--- src/rtl/irq7_controller_pkg.sv ---
`default_nettype none
// +---------------------------------------------------------------------------+
// | irq7_controller_pkg : shared constants and FSM encoding for irq7_controller |
// | Revision: 1.0                                                               |
// +---------------------------------------------------------------------------+
package irq7_controller_pkg;

  localparam int NUM_SRC = 7;
  localparam int ID_W    = 3;

  // ID 7 never names a real source, so it doubles as the "nothing pending" code.
  localparam logic [ID_W-1:0] SPURIOUS_ID = 3'd7;

  typedef enum logic [1:0] {
    ST_IDLE    = 2'd0,
    ST_ACK     = 2'd1,
    ST_SERVICE = 2'd2
  } state_t;

endpackage
`default_nettype wire

--- src/rtl/irq7_controller_if.sv ---
`default_nettype none
// +---------------------------------------------------------------------------+
// | irq7_controller_if : request, mask and core handshake signals             |
// | Revision: 1.0                                                               |
// +---------------------------------------------------------------------------+
interface irq7_controller_if;
  import irq7_controller_pkg::*;

  logic [NUM_SRC-1:0] src_req;
  logic               mask_we;
  logic [NUM_SRC-1:0] mask_wdata;
  logic [NUM_SRC-1:0] mask;
  logic [NUM_SRC-1:0] pending;
  logic               irq;
  logic               ack_req;
  logic               ack_valid;
  logic [ID_W-1:0]    ack_id;
  logic               eoi;
  logic               busy;

  // Core / source side.
  modport master (
    output src_req, mask_we, mask_wdata, ack_req, eoi,
    input  mask, pending, irq, ack_valid, ack_id, busy
  );

  // Controller side.
  modport slave (
    input  src_req, mask_we, mask_wdata, ack_req, eoi,
    output mask, pending, irq, ack_valid, ack_id, busy
  );

endinterface
`default_nettype wire

--- src/rtl/irq7_controller_prio_enc7.sv ---
`default_nettype none
// +---------------------------------------------------------------------------+
// | irq7_controller_prio_enc7 : 7-to-3 priority encoder, bit 0 highest          |
// | Revision: 1.0                                                               |
// +---------------------------------------------------------------------------+
module irq7_controller_prio_enc7
  import irq7_controller_pkg::*;
(
  input  logic [NUM_SRC-1:0] req,
  output logic [ID_W-1:0]    id,
  output logic               any
);

  // Scanning from the top down lets the lowest set index overwrite last.
  always_comb begin
    id  = '0;
    any = |req;
    for (int i = NUM_SRC - 1; i >= 0; i--) begin
      if (req[i]) begin
        id = i[ID_W-1:0];
      end
    end
  end

endmodule
`default_nettype wire

--- src/rtl/irq7_controller.sv ---
`default_nettype none
// +---------------------------------------------------------------------------+
// | irq7_controller : seven-source pending/priority interrupt controller        |
// | Revision: 1.0                                                               |
// +---------------------------------------------------------------------------+
module irq7_controller
  import irq7_controller_pkg::*;
(
  input  logic               clk,
  input  logic               rst_n,
  irq7_controller_if.slave   bus
);

  state_t             r_state;
  state_t             w_state_nxt;
  logic [NUM_SRC-1:0] r_src_prev;
  logic [NUM_SRC-1:0] r_pending;
  logic [NUM_SRC-1:0] r_mask;
  logic               r_irq;
  logic [ID_W-1:0]    r_ack_id;
  logic [ID_W-1:0]    w_ack_id_nxt;
  logic [NUM_SRC-1:0] w_rise;
  logic [NUM_SRC-1:0] w_eff;
  logic [NUM_SRC-1:0] w_clr;
  logic [NUM_SRC-1:0] w_pending_nxt;
  logic [ID_W-1:0]    w_win;
  logic               w_any;

  localparam logic [NUM_SRC-1:0] c_one = {{(NUM_SRC-1){1'b0}}, 1'b1};

  assign w_rise = bus.src_req & ~r_src_prev;
  assign w_eff  = r_pending & r_mask;

  irq7_controller_prio_enc7 u_prio_enc7 (
    .req (w_eff),
    .id  (w_win),
    .any (w_any)
  );

  always_comb begin
    w_state_nxt  = r_state;
    w_ack_id_nxt = r_ack_id;
    w_clr        = '0;
    case (r_state)
      ST_IDLE: begin
        if (bus.ack_req) begin
          w_state_nxt = ST_ACK;
          if (w_any) begin
            w_ack_id_nxt = w_win;
            w_clr        = c_one << w_win;
          end else begin
            w_ack_id_nxt = SPURIOUS_ID;
          end
        end
      end
      ST_ACK: begin
        w_state_nxt = (r_ack_id == SPURIOUS_ID) ? ST_IDLE : ST_SERVICE;
      end
      ST_SERVICE: begin
        if (bus.eoi) begin
          w_state_nxt = ST_IDLE;
        end
      end
      default: begin
        w_state_nxt = ST_IDLE;
      end
    endcase
  end

  // OR-ing the rise in after the clear keeps an edge that lands on the captured bit.
  assign w_pending_nxt = (r_pending & ~w_clr) | w_rise;

  always_ff @(posedge clk or negedge rst_n) begin
    if (!rst_n) begin
      r_state    <= ST_IDLE;
      r_src_prev <= '0;
      r_pending  <= '0;
      r_mask     <= '0;
      r_irq      <= 1'b0;
      r_ack_id   <= '0;
    end else begin
      r_state    <= w_state_nxt;
      r_src_prev <= bus.src_req;
      r_pending  <= w_pending_nxt;
      r_irq      <= (r_state == ST_IDLE) && w_any;
      r_ack_id   <= w_ack_id_nxt;
      if (bus.mask_we) begin
        r_mask <= bus.mask_wdata;
      end
    end
  end

  assign bus.mask      = r_mask;
  assign bus.pending   = r_pending;
  assign bus.irq       = r_irq;
  assign bus.ack_valid = (r_state == ST_ACK);
  assign bus.ack_id    = r_ack_id;
  assign bus.busy      = (r_state == ST_SERVICE);

endmodule
`default_nettype wire

--- src/flat_wrapper.sv ---
// flat-port wrapper written by rule: the top's interface ports become plain ports
module irq7_controller_flat import irq7_controller_pkg::*;
  (clk, rst_n, bus_src_req, bus_mask_we, bus_mask_wdata, bus_ack_req, bus_eoi, bus_mask, bus_pending, bus_irq, bus_ack_valid, bus_ack_id, bus_busy);
  irq7_controller_if bus_i ();
  input  logic clk;
  input  logic rst_n;
  input wire logic [$bits(bus_i.src_req)-1:0] bus_src_req;
  input wire logic [$bits(bus_i.mask_we)-1:0] bus_mask_we;
  input wire logic [$bits(bus_i.mask_wdata)-1:0] bus_mask_wdata;
  input wire logic [$bits(bus_i.ack_req)-1:0] bus_ack_req;
  input wire logic [$bits(bus_i.eoi)-1:0] bus_eoi;
  output wire logic [$bits(bus_i.mask)-1:0] bus_mask;
  output wire logic [$bits(bus_i.pending)-1:0] bus_pending;
  output wire logic [$bits(bus_i.irq)-1:0] bus_irq;
  output wire logic [$bits(bus_i.ack_valid)-1:0] bus_ack_valid;
  output wire logic [$bits(bus_i.ack_id)-1:0] bus_ack_id;
  output wire logic [$bits(bus_i.busy)-1:0] bus_busy;
  assign bus_i.src_req = bus_src_req;
  assign bus_i.mask_we = bus_mask_we;
  assign bus_i.mask_wdata = bus_mask_wdata;
  assign bus_i.ack_req = bus_ack_req;
  assign bus_i.eoi = bus_eoi;
  assign bus_mask = bus_i.mask;
  assign bus_pending = bus_i.pending;
  assign bus_irq = bus_i.irq;
  assign bus_ack_valid = bus_i.ack_valid;
  assign bus_ack_id = bus_i.ack_id;
  assign bus_busy = bus_i.busy;
  irq7_controller u_core (.clk(clk), .rst_n(rst_n), .bus(bus_i));
endmodule
--- config.mk ---
export PLATFORM = sky130hd
export DESIGN_NAME = irq7_controller_flat
export DESIGN_NICKNAME = d
export VERILOG_FILES = /design/src/rtl/irq7_controller_pkg.sv /design/src/rtl/irq7_controller_if.sv /design/src/rtl/irq7_controller_prio_enc7.sv /design/src/rtl/irq7_controller.sv /design/src/flat_wrapper.sv
export SDC_FILE = /design/constraint.sdc
export NUM_CORES = 1
export LEC_CHECK = 0
export ABC_CLOCK_PERIOD_IN_PS = 1600
export BUFFER_PORTS_ARGS = -buffer_cell sky130_fd_sc_hd__buf_2
export CORE_MARGIN = 2
export CORE_UTILIZATION = 30
export CTS_BUF_LIST = sky130_fd_sc_hd__clkbuf_8
export DETAILED_ROUTE_END_ITERATION = 8
export SYNTH_ARGS = -nofsm -noshare
export SYNTH_HDL_FRONTEND = slang
export SYNTH_SLANG_ARGS = --single-unit
export TNS_END_PERCENT = 30
--- constraint.sdc ---
create_clock -name clk -period 1.6 [get_ports clk]
set_input_delay 0.32 -clock clk [delete_from_list [all_inputs] [get_ports clk]]
set_output_delay 0.32 -clock clk [all_outputs]
set_load 0.01 [all_outputs]
==> flow_metrics.py <==
metrics = {
    "outcome": {
        "status": "complete, no violations",
    },
    "floorplan": {
        "die_x_microns": 64.9,
        "core-area_sq_um": 3610,
        "initial_core_util": 0.309,
        "rows": 22,
        "io_pins": 39,
        "die_area_sq_um": 4220,
        "die_y_microns": 64.9,
    },
    "global_routing": {
        "grt_util_met3": 0.0330,
        "antenna_found_initial": 0,
        "grt-busiest-layer": "met2",
        "grt_use_met1": 0.126,
        "grt_usage": 0.111,
        "grt_pass1_wl_mm": 3.61,
        "grt_start_max_net_pins": 28,
        "grt_pass1_vias": 828,
        "grt_util_met2": 0.201,
        "gr-total-overflow": 0,
    },
    "power_and_ir_drop": {
        "p_sw_frac": 0.330,
        "power_uw": 1850,
        "power.switching_uw": 611,
        "power_leakage_uw": 0.000677,
        "p_per_area_nw_per_um2": 1310,
        "p_int_uw": 1240,
        "seq_power_share": 0.506,
        "clkPwrFrac": 0.202,
        "peakVddDrop_uv": 567,
        "p_comb_frac": 0.292,
    },
    "clocking": {
        "cts_sinks": 27,
        "htree_levels": 1,
        "cts_tree": "yes",
        "cts_setup_buffers": 0,
        "ctsLongestPathBuffers": 2,
        "clockRootBuffer": "clkbuf_8",
        "hold_buffers": 0,
        "insertion_delay_ps": 270,
        "ctsResizeCount": 0,
        "cts_made_buffers": 3,
        "clkSlewWorstSetupHoldPaths_ps": 90,
    },
    "drt": {
        "ant_nets": 0,
        "detail_route.wirelength_mm": 2.21,
        "drtIter0Drc": 12,
        "route.vias.total": 837,
        "dr.pass1.iters": 4,
        "wire_per_inst_microns": 12.2,
        "drc": 0,
        "via_per_inst": 4.62,
    },
    "logic_synthesis": {
        "synth_edf_count": 0,
        "synth_warnings": 0,
        "synthArstFlopShare": 1.00,
        "yosys.area_share.simple": 0.111,
        "synth.area.mux_share": 0.0708,
        "synth_compound_area_frac": 0.167,
        "ys_ff_latch": 27,
        "avgSynthCellArea_sq_um": 12.2,
        "netlist_area_sq_um": 1110,
        "syn_inst": 91,
        "seq_area_frac_synth": 0.607,
        "syn_nets": 110,
        "synth_top_flop_cell": "dfrtp_1",
        "synth_top_family_by_area": "compound AO/OA/AOI/OAI gates",
        "synthAdderAreaFrac": 0,
        "synth_xor_area_frac": 0,
        "synth_cell_types": 25,
    },
    "timing": {
        "whs_ps": 29.0,
        "period_share": 0.879,
        "rsz0062_at_grt": "no",
        "slew_headroom": 0.620,
        "finalMaxSlewViolations": 0,
        "setup-tns-final_ps": 0,
        "hold_viol": 0,
        "setup_violations": 0,
        "fin_crit_ps": 1410,
        "skew_ps": 8.48,
        "maxClockFrequency_mhz": 711,
        "tightestPinTransition_ps": 570,
    },
    "worst_setup_path": {
        "startpoint_type": "flop",
        "path_max_fanout": 12,
        "path_cells": "nor3b_2 -> buf_4 -> nand4b_1 -> o21bai_1 -> a22o_1",
        "slowest_stage": "dfrtp_1",
        "required_ps": 1770,
        "path_buf_inv": 1,
        "slowest_delay_ps": 420,
        "crit_family": "flip-flops",
        "path_class": "reg2reg",
        "end_kind": "flop",
        "arrival_ps": 1580,
    },
    "final_layout": {
        "post-route-util": 0.392,
        "final_cell_area_sq_um": 1410,
        "n_antenna_cell": 0,
        "fin_nets": 153,
        "syn2layout_area_growth_pct": 27.0,
        "layout-drive-gt1-share": 0.421,
        "nFillCells": 364,
    },
    "placed_design": {
        "place_area_sq_um": 1370,
        "dp_hpwl_mm": 1.78,
        "io_buffer_count": 38,
        "gp_congestion": 0.705,
    },
    "run": {
        "maxCapViolations": 0,
    },
    "min_path": {
        "hold_class": "in2async",
    },
}
through the flow:
step | worst slack, ps | instances
finish | 193 | 181
global route | 84.8 | 181
CTS | 180 | 181
detailed placement | 197 | 177
global placement | 220 | 177
floorplan | 255 | 91
worst reg2reg max path, cell delays in order (launching register included):
cell and delay (ps):
dfrtp_1 420, nor3b_2 180, buf_4 200, nand4b_1 120
o21bai_1 200, a22o_1 180
flip-flops by register name, indices dropped and copies added, names as in the netlist:
name,cells
u_core.bus.ack_id,3
u_core.bus.irq,1
u_core.bus.mask,7
u_core.bus.pending,7
u_core.r_src_prev,7
u_core.r_state,2
metal layers:
layer | routed length, microns | part of all wire
met1 | 885 | 0.40
met3 | 125 | 0.056
met5 | 0 | 0
met2 | 1180 | 0.53
met4 | 21 | 0.0095
logic make-up after synthesis:
kind of cell	Yosys count
flops	27
simple gates	23
compound gates	22
buf+inv	12
mux	7
power groups by stage:
stage	registers [uW]	clock network [uW]	logic, uW
after global placement	942	0	540
final	938	374	542
after CTS	939	393	554
after floorplan	983	0	279
after global routing	955	413	599
after detailed placement	953	0	551
layout make-up:
type,count,area [sq um],area share
tap,48,60.1,0.0425
clock inverter,1,5.00,0.00354
inverter,10,37.5,0.0265
sequential,27,676,0.478
clock buffer,3,41.3,0.0292
timing repair buffer,40,205,0.145
multi-input combinational,52,389,0.275
Yosys cell counts, types with 2 or more instances:
cell,instances,share of area
dfrtp_1,27,0.61
a22oi_1,2,0.013
o21ai_0,8,0.036
mux2_2,7,0.071
nand2_1,11,0.037
nor2b_1,2,0.011
a22o_1,3,0.024
nand4b_1,2,0.016
nand3_1,4,0.018
inv_1,10,0.034
layout by cell type (no fill, tap or decap), drive strengths merged:
cell type  netlist  layout
buf              1      40
o21bai           1       1
nand3            4       4
nor3b            2       2
nand4            1       1
nand2b           1       1
a32o             1       1
inv             10      10
clkbuf           1       3
o211ai           1       1
o31ai            1       1
dfrtp           27      27
mux2             7       7
nand2           11      11
o41ai            1       1
a31oi            1       1
a22oi            3       3
nor2b            2       2
nand4b           2       2
a22o             3       3
o21ai            9       9
o21a             1       1
clkinv           0       1
path summary, 6_finish.rpt:
kind                                                start                              end  slack [ps]  cells past startpoint
max                         u_core.r_state[1]$_DFFE_PN0P_  u_core.bus.pending[4]$_DFF_PN0_         190                      5
min                                                 rst_n   u_core.r_src_prev[4]$_DFF_PN0_          30                      1
max reg2reg                 u_core.r_state[1]$_DFFE_PN0P_  u_core.bus.pending[4]$_DFF_PN0_         190                      5
min reg2reg                u_core.r_src_prev[3]$_DFF_PN0_  u_core.bus.pending[3]$_DFF_PN0_         410                      1
max in group asynchronous                           rst_n  u_core.bus.pending[0]$_DFF_PN0_        1180                      1
min in group clk                           bus_src_req[4]   u_core.r_src_prev[4]$_DFF_PN0_         160                      1
(Power assumes the default switching activity.)
